[src/rtl/action_seq_pkg.sv]
// Shared types and helpers for the action sequencer.
package action_seq_pkg;

    typedef enum logic [1:0] {
        IDLE  = 2'd0,
        GAP   = 2'd1,
        PULSE = 2'd2
    } state_t;

    // Widest counter the width helper handles; callers truncate to their own width.
    localparam int unsigned EFF_W = 64;

    // Effective width: a programmed 0 behaves as 1.
    function automatic logic [EFF_W-1:0] eff_width(input logic [EFF_W-1:0] x);
        return (x == '0) ? EFF_W'(1) : x;
    endfunction

endpackage

[src/rtl/action_seq_next_ch.sv]
// Next/first enabled channel search over a channel mask in either direction.
module action_seq_next_ch #(
    parameter int unsigned CH_NUM = 8,
    parameter int unsigned CH_W   = 3
) (
    input  logic [CH_NUM-1:0] mask,
    input  logic              rev,
    input  logic [CH_W-1:0]   cur,
    output logic [CH_W-1:0]   nxt_ch,
    output logic              last,
    output logic [CH_W-1:0]   first_ch
);

    // Scan so that the nearest qualifying channel is the final assignment.
    always_comb begin
        nxt_ch   = cur;
        last     = 1'b1;
        first_ch = '0;
        if (!rev) begin
            for (int i = int'(CH_NUM) - 1; i >= 0; i--) begin
                if (mask[i]) begin
                    first_ch = CH_W'(i);
                end
                if (mask[i] && (CH_W'(i) > cur)) begin
                    nxt_ch = CH_W'(i);
                    last   = 1'b0;
                end
            end
        end else begin
            for (int i = 0; i < int'(CH_NUM); i++) begin
                if (mask[i]) begin
                    first_ch = CH_W'(i);
                end
                if (mask[i] && (CH_W'(i) < cur)) begin
                    nxt_ch = CH_W'(i);
                    last   = 1'b0;
                end
            end
        end
    end

endmodule

[src/rtl/action_sequencer.sv]
// Multi-channel trigger sequencer: one pulse per enabled channel, gapped, repeatable.
module action_sequencer
    import action_seq_pkg::*;
#(
    parameter  int unsigned CH_NUM = 8,
    parameter  int unsigned CNT_W  = 32,
    parameter  int unsigned RPT_W  = 16,
    localparam int unsigned CH_W   = (CH_NUM > 1) ? $clog2(CH_NUM) : 1
) (
    input  logic              clk,
    input  logic              nrst,
    input  logic              start,
    input  logic              abort,
    input  logic [CNT_W-1:0]  step_wdth,
    input  logic [CNT_W-1:0]  pulse_wdth,
    input  logic [CH_NUM-1:0] chan_mask,
    input  logic              reverse,
    input  logic [RPT_W-1:0]  rpt_cnt,
    output logic              busy,
    output logic              done,
    output logic [CH_W-1:0]   cur_ch,
    output logic [CH_NUM-1:0] out
);

    state_t             state;
    logic [CNT_W-1:0]   cnt;
    logic [CNT_W-1:0]   s_q;
    logic [CNT_W-1:0]   p_q;
    logic [CH_NUM-1:0]  mask_q;
    logic               rev_q;
    logic [RPT_W-1:0]   rem_q;
    logic               cont_q;

    logic [CNT_W-1:0]   s_eff;
    logic [CNT_W-1:0]   p_eff;
    logic [CH_NUM-1:0]  sel_mask;
    logic               sel_rev;
    logic [CH_W-1:0]    nxt_ch;
    logic               last;
    logic [CH_W-1:0]    first_ch;

    // Live programming inputs only matter while idle; afterwards the latched copies rule.
    always_comb begin
        s_eff    = CNT_W'(eff_width(EFF_W'(step_wdth)));
        p_eff    = CNT_W'(eff_width(EFF_W'(pulse_wdth)));
        sel_mask = (state == IDLE) ? chan_mask : mask_q;
        sel_rev  = (state == IDLE) ? reverse   : rev_q;
    end

    action_seq_next_ch #(
        .CH_NUM (CH_NUM),
        .CH_W   (CH_W)
    ) u_next_ch (
        .mask     (sel_mask),
        .rev      (sel_rev),
        .cur      (cur_ch),
        .nxt_ch   (nxt_ch),
        .last     (last),
        .first_ch (first_ch)
    );

    // Sequencer FSM; cnt counts down the remaining cycles of the current GAP/PULSE.
    always_ff @(posedge clk) begin
        if (!nrst) begin
            state  <= IDLE;
            cnt    <= '0;
            s_q    <= '0;
            p_q    <= '0;
            mask_q <= '0;
            rev_q  <= 1'b0;
            rem_q  <= '0;
            cont_q <= 1'b0;
            busy   <= 1'b0;
            done   <= 1'b0;
            cur_ch <= '0;
            out    <= '0;
        end else begin
            done <= 1'b0;
            case (state)
                IDLE: begin
                    if (start && !abort) begin
                        if (chan_mask != '0) begin
                            s_q    <= s_eff;
                            p_q    <= p_eff;
                            mask_q <= chan_mask;
                            rev_q  <= reverse;
                            rem_q  <= rpt_cnt;
                            cont_q <= (rpt_cnt == '0);
                            cnt    <= s_eff - CNT_W'(1);
                            cur_ch <= first_ch;
                            busy   <= 1'b1;
                            state  <= GAP;
                        end else begin
                            done <= 1'b1;
                        end
                    end
                end
                GAP: begin
                    if (abort) begin
                        busy  <= 1'b0;
                        out   <= '0;
                        state <= IDLE;
                    end else if (cnt == '0) begin
                        cnt   <= p_q - CNT_W'(1);
                        out   <= CH_NUM'(1) << cur_ch;
                        state <= PULSE;
                    end else begin
                        cnt <= cnt - CNT_W'(1);
                    end
                end
                PULSE: begin
                    if (abort) begin
                        busy  <= 1'b0;
                        out   <= '0;
                        state <= IDLE;
                    end else if (cnt == '0) begin
                        out <= '0;
                        if (!last) begin
                            cur_ch <= nxt_ch;
                            cnt    <= s_q - CNT_W'(1);
                            state  <= GAP;
                        end else if (cont_q || (rem_q > RPT_W'(1))) begin
                            if (!cont_q) begin
                                rem_q <= rem_q - RPT_W'(1);
                            end
                            cur_ch <= first_ch;
                            cnt    <= s_q - CNT_W'(1);
                            state  <= GAP;
                        end else begin
                            busy  <= 1'b0;
                            done  <= 1'b1;
                            state <= IDLE;
                        end
                    end else begin
                        cnt <= cnt - CNT_W'(1);
                    end
                end
                default: begin
                    busy  <= 1'b0;
                    out   <= '0;
                    state <= IDLE;
                end
            endcase
        end
    end

endmodule

[config.mk]
export PLATFORM = sky130hd
export DESIGN_NAME = action_sequencer
export DESIGN_NICKNAME = d
export VERILOG_FILES = /design/src/rtl/action_seq_pkg.sv /design/src/rtl/action_seq_next_ch.sv /design/src/rtl/action_sequencer.sv
export SDC_FILE = /design/constraint.sdc
export NUM_CORES = 1
export LEC_CHECK = 0
export CORE_UTILIZATION = 45
export CTS_CLUSTER_DIAMETER = 40
export DETAILED_ROUTE_END_ITERATION = 8
export GPL_ROUTABILITY_DRIVEN = 1
export GPL_TIMING_DRIVEN = 0
export HOLD_SLACK_MARGIN = 0.06
export PLACE_DENSITY = 0.62
export RECOVER_POWER = 100
export SLEW_MARGIN = 15
export SYNTH_ARGS = -nofsm -noshare
export SYNTH_HDL_FRONTEND = slang
export SYNTH_SLANG_ARGS = --single-unit
[constraint.sdc]
create_clock -name clk -period 9.66 [get_ports clk]
set_input_delay 1.932 -clock clk [delete_from_list [all_inputs] [get_ports clk]]
set_output_delay 1.932 -clock clk [all_outputs]
set_load 0.03 [all_outputs]
Word-level counts from Yosys, hierarchy flattened
Cells that the tools add are included.

Muxes and demuxes: 107. Shifts and indexed selects: 1. Reduce and logical (&&, ||, !) cells: 34. Bitwise logic cells: 1. Add/sub/neg operators: 5. Equal/unequal tests: 19. Magnitude comparators: 17.

Operators with widths (count): 32-bit two-way mux (10); 32-bit by 1-bit subtractor with 32-bit output, second input constant (4); 16-bit two-way mux (7); 3-bit two-way mux (36); 32-bit logical NOT (3); 32-bit one-hot mux with 3 select lines (1); 8-bit two-way mux (5); 1-bit two-way mux (34); 16-bit one-hot mux with 2 select lines (1); 8-bit one-hot mux with 3 select lines (1); 1-bit logical AND (17); 16-bit by 1-bit > comparator with 1-bit output, second input constant (1); 16-bit logical NOT (1); 2-bit two-way mux (8); 8-bit AND reduction (2); 16-bit by 1-bit subtractor with 16-bit output, second input constant (1); 3-bit != test, second input constant (5); 2-bit != test, second input constant (7); 3-bit > comparator, first input constant (4); 3-bit less-than comparator, first input constant (4); 6-bit AND reduction (2); 11-bit != test, second input constant (1); 11-bit by 2-bit != test with 1-bit output, second input constant (1); 8-bit nonzero test (1); 21 further kinds (27).

Register bits after elaboration: 137. Logic and storage cells: 196. Output and inout port bits: 13. Input port bits: 93.

Logic depth before layout (Yosys ltp)
Gate-level depths: netlist of run 1.

Depth in word-level cells: 16. Depth in mapped cells: 13. Mapped depth without buffers: 12.

By module
From an unflattened synthesis of run 1, not the netlist that was laid out.

Cell total of the unflattened synthesis: 1308. Area total of the unflattened synthesis: 9472.8 µm².

By module, submodules not included: action_sequencer (times used 1, area each 8958.6 µm², sequential area each 2742.6 µm², cells an instance 1225); action_seq_next_ch (times used 1, area each 514.2 µm², sequential area each 0.0 µm², cells an instance 83).

Worst setup path before layout of run 1
No wires, ideal clock.

Path kind: input -> register. Start: input step_wdth[18]. End: register cnt[30]. Library setup time: 122 ps. Data arrival time: 4579 ps. Buffers on the path: 1. Stages on the path: 13. Path slack: 4960 ps. Data required time: 9538 ps. Cells stage by stage: clkbuf_1 -> nor4_1 -> and4b_1 -> a31o_2 -> inv_1 -> ha_1 -> inv_1 -> nor4_2 -> nand2_1 -> or4_1 -> xor2_1 -> nor2_1 -> o311a_1.

Longest elaborated chain between the ends: 6.

Ends and longest elaborated chain: from (decl) (line action_sequencer.sv:14) `input logic [CNT_W-1:0] step_wdth,`; 32-bit logical NOT (line action_seq_pkg.sv:15) `return (x == '0) ? EFF_W'(1) : x;`; 32-bit two-way mux * (line action_seq_pkg.sv:15); 32-bit by 1-bit subtractor with 32-bit output * (line action_sequencer.sv:89) `cnt <= s_eff - CNT_W'(1);`; 32-bit two-way mux * (line action_sequencer.sv:82) `if (chan_mask != '0) begin`; 32-bit two-way mux * (line action_sequencer.sv:81) `if (start && !abort) begin`; 32-bit one-hot mux with 3 select lines * (line action_sequencer.sv:79) `case (state)`; to (signal assigned) (line action_sequencer.sv:89); to (signal assigned) (line action_sequencer.sv:104) `cnt <= p_q - CNT_W'(1);`; to (signal assigned) (line action_sequencer.sv:108) `cnt <= cnt - CNT_W'(1);`; to (decl) (line action_sequencer.sv:26) `logic [CNT_W-1:0] cnt;`.

Mark *: on every way between the ends. The rest lies on a longest branch, timed or not. The select of a mux whose other input is x is not followed. A chain may end at the register's enable or synchronous reset.

Final worst setup path of run 1
Start: input step_wdth[2]. End: register cnt[30].

The elaborated chain is that of the path after synthesis.

==> run_results.csv, run 1 <==
group,metric,value,unit
run_status,status,"finished with violations",
run_status,violations,"capacitance limit, slew limit",
power_and_ir_drop,p_sw,1090,uW
global_route,track_usage,0.347,
floorplanning,ioPinCount,106,
finish,register_area,2740,sq um
worst_setup_path,critPathLaunchType,"input pin",
power_and_ir_drop,leakage,0.00419,uW
placed_design,place.port_buffers,103,
clock_network,root_buffer,"clkbuf_16",
clock_network,post_cts_resized,0,
floorplanning,row_count,53,
finish,drive_gt1_frac,0.0572,
route,wl,38.4,mm
route,first_pass_iters,6,
global_route,grt_pass1_wl,58.7,mm
power_and_ir_drop,ir_worst_vdd,0.108,mV
timing,period_share,0.655,
timing,maxSlewViolCount,10,
clock_network,clk_pin_slew,60,ps
clock_network,cts_buffers,17,
hold_path,hp-class,"flip-flop to flip-flop",
route,drc,0,
floorplanning,core,21200,sq um
clock_network,worstSkewPairLatency,440,ps
synth,synth_flop_cell,"dfxtp_1",
finish,multiInputGateArea,6520,sq um
floorplanning,die_w,149,um
synth,yosysSeqAreaShare,0.281,
finish,nets,1544,
global_route,grt_antenna_before_repair,0,
power_and_ir_drop,p_int,1500,uW
worst_setup_path,setup.reg_to_reg.worst_slack,4930,ps
clock_network,cts_sinks,137,
worst_setup_path,required,9980,ps
route,wl_per_cell,22.2,um
route,drt.antenna.violating_nets,0,
timing,hold_viol_final,0,
floorplanning,die_h,149,um
power_and_ir_drop,power_density,221,nW/um^2
finish,area_growth,20.3,%
finish,layoutNonFillerInstCount,1727,
synth,syn_nets,1422,
timing,slew_headroom,-0.0373,
finish,diodes,0,
timing,tightest_slew,1540,ps
power_and_ir_drop,switching_share,0.422,
clock_network,cts_tree,"yes",
synth,synth_area,9770,sq um
timing,whs,448,ps
global_route,grt_pass1_vias,10274,
clock_network,cts_setup_buffers,0,
clock_network,hold_buffers,0,
timing,skew,13.8,ps
synth,yosysWarnings,0,
timing,tns,0,ps
route,via_per_inst,6.39,
worst_setup_path,worstPathArrival,6640,ps
route,vias,11038,
timing,finalSetupViolCount,0,
synth,synth.distinct_cells,86,
power_and_ir_drop,power.total,2590,uW
synth,ys_seq_elements,137,
timing,layout_min_cycle_time,6330,ps
synth,synth_edf_count,0,
global_route,overflow,0,
finish,n_fill_cell,2146,
power_and_ir_drop,p_comb_frac,0.437,
timing,timing.final.ws_setup,3330,ps
placed_design,pre_cts_slack,3560,ps
worst_setup_path,crit_fanout,9,
floorplanning,start_util,0.462,
synth,synth.avg_cell_area,7.42,sq um
synth,async_flop_share,0,
power_and_ir_drop,p_seq_frac,0.280,
timing,rsz0062_at_grt,"false",
placed_design,gp_congestion,0.965,
placed_design,placed_cells,1696,
synth,syn_inst,1318,
finish,layout_commonest_cell,"nand2_1",
clock_network,h-tree-depth,4,
worst_setup_path,crit_path_end_kind,"flip-flop",
finish,layout_common_cells,"nand2_1, dfxtp_1, nor2_1",
run,maxCapViolCount,1,
floorplanning,dieArea,22300,sq um
worst_setup_path,worst-setup-path-type,"input pin to flip-flop",
power_and_ir_drop,power_frac_clock,0.282,
global_route,grt_max_degree,17,
clock_network,clockBufferDepth,2,
route,drt_iter0_markers,1139,
timing,fmax,0.158,GHz
placed_design,dp_hpwl,28.6,mm
==> worst paths after layout <==
check,from,to,depth (start not counted)
setup / recovery,step_wdth[2],cnt[30]$_SDFFE_PN0P_,14
hold / removal,out[3]$_SDFFE_PN0P_,out[3]$_SDFFE_PN0P_,2
setup reg to reg,cnt[8]$_SDFFE_PN0P_,cnt[29]$_SDFFE_PN0P_,8
hold reg to reg,out[3]$_SDFFE_PN0P_,out[3]$_SDFFE_PN0P_,2
==> power groups by stage <==
stage	sequential [uW]	combinational [uW]	clock, uW
3_5_place_dp	736	1100	0
3_3_place_gp	735	1100	0
5_1_grt	736	1220	756
6_report	727	1130	732
2_1_floorplan	722	768	0
4_1_cts	724	1110	732
==> flip-flops by register name, indices dropped and copies added, names as in the netlist <==
name / count
cnt: 32
cont_q: 1
s_q: 32
busy: 1
state: 2
rev_q: 1
rem_q: 16
cur_ch: 3
p_q: 32
mask_q: 8
done: 1
out: 8
==> Yosys cell counts (7+ instances only) <==
library cell	count	area (sq um)
nand2_1	171	642
dfxtp_1	137	2740
nor2_1	117	439
a21oi_1	108	541
clkbuf_1	78	293
o21ai_0	68	340
xor2_1	51	447
nor3_1	49	245
nor4_1	49	307
a22oi_1	40	300
xnor2_1	38	333
nand3_1	31	155
or4_1	25	188
nand4_1	23	144
o22ai_1	23	144
or3_1	23	144
inv_1	20	75.1
o31ai_1	19	143
a211oi_1	16	120
o211ai_1	15	113
buf_2	11	55.1
ha_1	11	138
nand3b_1	10	75.1
a31oi_1	7	43.8
mux2i_1	7	70.1
nor2b_1	7	43.8
o221a_2	7	78.8
==> metrics by stage <==
step                      instance area [sq um]   util
after CTS                                 11800  0.557
after global routing                      11800  0.556
after floorplan                            9770      -
final                                     11800  0.556
after detailed placement                  11100  0.527
after global placement                    11100  0.527
==> layout make-up <==
class,instances,area share
buffer,98,0.0344
clock inverter,10,0.0141
timing repair buffer,103,0.0877
multi-input combinational,1062,0.555
sequential,137,0.233
inverter,21,0.00670
tap,275,0.0293
clock buffer,21,0.0400
==> worst max-delay path, cell delays in order <==
cell and delay, ps:
dlygate4sd3_1 630, or3_1 140, clkbuf_1 280, nor3_1 230
a31o_1 390, inv_1 130, ha_1 190, inv_1 100
nor4_1 1260, nand2_1 260, or4_1 480, xor2_1 200
nor2_1 110, o311a_1 320
==> logic make-up (layout without fill, tap and decap cells) <==
logic type      after synthesis  after routing  share of synthesized area
flops                       137            137                      0.281
simple gates                553            553                      0.290
buf+inv                     119            253                     0.0503
mux                          12             12                     0.0129
fa+ha+maj                    11             11                     0.0141
xor+xnor                     89             89                     0.0797
compound gates              397            397                      0.273
==> per-layer routing <==
| layer | vias to the layer above | routed length [um] | global-route usage |
|---|---|---|---|
| li1 | 5202 | - | - |
| met4 | 0 | 1640 | 0.173 |
| met3 | 96 | 3480 | 0.0682 |
| met5 | - | 0 | 0 |
| met2 | 542 | 17000 | 0.542 |
| met1 | 5198 | 16200 | 0.454 |
Power figures use the tool's default switching activity.
==> run 2, diff against run 1 <==
==> constraint.sdc (replaced) <==
create_clock -name clk -period 6.6 [get_ports clk]
set_input_delay 1.32 -clock clk [delete_from_list [all_inputs] [get_ports clk]]
set_output_delay 1.32 -clock clk [all_outputs]
set_load 0.03 [all_outputs]
==> run 2 against run 1 <==
- the run still ends with capacitance limit, slew limit left
- total power increased by 46%
- register-to-register slack worse by 3100 ps
- via count stayed put
- critical path depth stayed put
- final cell count stayed put
- wire length barely moved
- die area unchanged
- global-route usage is the same
- clock-buffer cell count did not move
- combinational power rose by 47%
- hold slack unchanged
- largest cell class unchanged
- highest routed layer unchanged
==> run_results.csv, run 2 (synthesis gave the netlist of run 1 again) <==
group,metric,value,unit
route,wl_per_cell,22.2,um
timing,fmax,0.175,GHz
global_route,grt_max_degree,17,
timing,finalSetupViolCount,0,
worst_setup_path,critPathLaunchType,"input pin",
clock_network,cts_sinks,137,
placed_design,dp_hpwl,28.6,mm
finish,diodes,0,
power_and_ir_drop,power_frac_clock,0.282,
floorplanning,core,21200,sq um
clock_network,root_buffer,"clkbuf_16",
timing,hold_viol_final,0,
clock_network,clk_pin_slew,60,ps
timing,tightest_slew,1540,ps
clock_network,cts_tree,"yes",
floorplanning,die_h,149,um
run_status,status,"finished with violations",
power_and_ir_drop,p_sw,1600,uW
worst_setup_path,path_cells,"dlygate4sd3_1 -> or3_1 -> clkbuf_1 -> nor3_1 -> a31o_1 -> inv_1 -> ha_1 -> inv_1 -> nor4_1 -> nand2_1 -> or4_1 -> xor2_1 -> nor2_1 -> o311a_1",
worst_setup_path,path_common_cell,"inv_1",
placed_design,placed_cells,1696,
timing,skew,13.8,ps
run,maxCapViolCount,1,
placed_design,dpl_cell_area,11100,sq um
placed_design,place.port_buffers,103,
finish,layout_commonest_cell,"nand2_1",
worst_setup_path,worst-setup-path-type,"input pin to flip-flop",
placed_design,gp_congestion,0.965,
finish,area_growth,20.3,%
route,drc,0,
route,vias,11038,
power_and_ir_drop,ir_worst_vdd,0.159,mV
timing,period_share,0.866,
timing,tns,0,ps
timing,maxSlewViolCount,10,
clock_network,worstSkewPairLatency,440,ps
worst_setup_path,slowest_delay,1260,ps
route,via_per_inst,6.39,
floorplanning,ioPinCount,106,
route,first_pass_iters,6,
global_route,track_usage,0.347,
finish,drive_gt1_frac,0.0572,
floorplanning,row_count,53,
worst_setup_path,worstPathArrival,6030,ps
floorplanning,die_w,149,um
power_and_ir_drop,p_seq_frac,0.280,
power_and_ir_drop,leakage,0.00419,uW
power_and_ir_drop,p_comb_frac,0.437,
route,drt.antenna.violating_nets,0,
hold_path,hp-class,"flip-flop to flip-flop",
global_route,grt_pass1_vias,10274,
floorplanning,dieArea,22300,sq um
run_status,violations,"capacitance limit, slew limit",
power_and_ir_drop,power_density,323,nW/um^2
global_route,overflow,0,
clock_network,clockBufferDepth,2,
finish,fin_util,0.556,
finish,layoutNonFillerInstCount,1727,
clock_network,h-tree-depth,4,
timing,layout_min_cycle_time,5710,ps
clock_network,cts_buffers,17,
global_route,grt_pass1_wl,58.7,mm
power_and_ir_drop,switching_share,0.422,
worst_setup_path,crit_fanout,9,
finish,layout_common_cells,"nand2_1, dfxtp_1, nor2_1",
finish,top_regs,"cnt (32), p_q (32), s_q (32)",
route,wl,38.4,mm
global_route,grt_antenna_before_repair,0,
clock_network,cts_setup_buffers,0,
clock_network,hold_buffers,0,
timing,slew_headroom,-0.0373,
route,drt_iter0_markers,1139,
worst_setup_path,cp_num_buf_inv,4,
timing,rsz0062_at_grt,"false",
power_and_ir_drop,p_int,2190,uW
clock_network,post_cts_resized,0,
worst_setup_path,worst_path_max_delay_cell,"nor4_1",
finish,fin_area,11800,sq um
worst_setup_path,required,6920,ps
floorplanning,start_util,0.462,
worst_setup_path,crit_family,"simple AND/OR/NAND/NOR gates",
finish,nets,1544,
worst_setup_path,crit_path_end_kind,"flip-flop",
## run 2: changes by cell type in the layout (fill, tap and decap cells not counted), sizes merged
cell    previous run  this run
buf               16        17
clkbuf           103       102
## run 2: worst reg2reg max path, cell delays in order, from the launching register on
cell and delay (ps):
dfxtp_1 370, nor4_1 870, nand2_2 270, nor3_1 1090, nand2_1 430, a21oi_1 480, nor2_1 350, clkbuf_1 420
a211oi_1 350
## run 2: final timing paths
kind	end	slack (ps)	from	cells after the start
worst max-delay path	cnt[30]$_SDFFE_PN0P_	890	step_wdth[2]	14
worst min-delay path	out[3]$_SDFFE_PN0P_	450	out[3]$_SDFFE_PN0P_	2
worst max register to register	cnt[29]$_SDFFE_PN0P_	1870	cnt[8]$_SDFFE_PN0P_	8
worst min register to register	out[3]$_SDFFE_PN0P_	450	out[3]$_SDFFE_PN0P_	2
## run 2: metrics by stage
stage	total power [uW]	hold slack [ps]	worst slack [ps]
floorplan	2180	432	2510
global placement	2690	441	1120
detailed placement	2690	445	1110
CTS	3760	452	1540
global route	3970	470	692
finish	3800	448	887
## run 2: area by class of cell
cell class                      instances  area, sq um
Fill cell                            2146         9390
Sequential cell                       137         2740
Clock buffer                           21          470
Clock inverter                         10          166
Timing Repair Buffer                  103         1030
Multi-Input combinational cell       1062         6520
Inverter                               21         78.8
Tap cell                              275          344
Buffer                                 98          404
## run 2: power by group through the flow
| stage | Sequential [uW] | Combinational [uW] | Clock (uW) |
|---|---|---|---|
| 2_1_floorplan | 1060 | 1120 | 0 |
| 3_3_place_gp | 1080 | 1610 | 0 |
| 3_5_place_dp | 1080 | 1620 | 0 |
| 4_1_cts | 1060 | 1620 | 1070 |
| 5_1_grt | 1080 | 1790 | 1110 |
| 6_report | 1060 | 1660 | 1070 |
## run 2: layer usage
layer | track usage | routed length (um) | up-vias
met1 | 0.454 | 16200 | 5198
met3 | 0.0682 | 3480 | 96
met2 | 0.542 | 17000 | 542
met4 | 0.173 | 1640 | 0
li1 | - | - | 5202
met5 | 0 | 0 | -
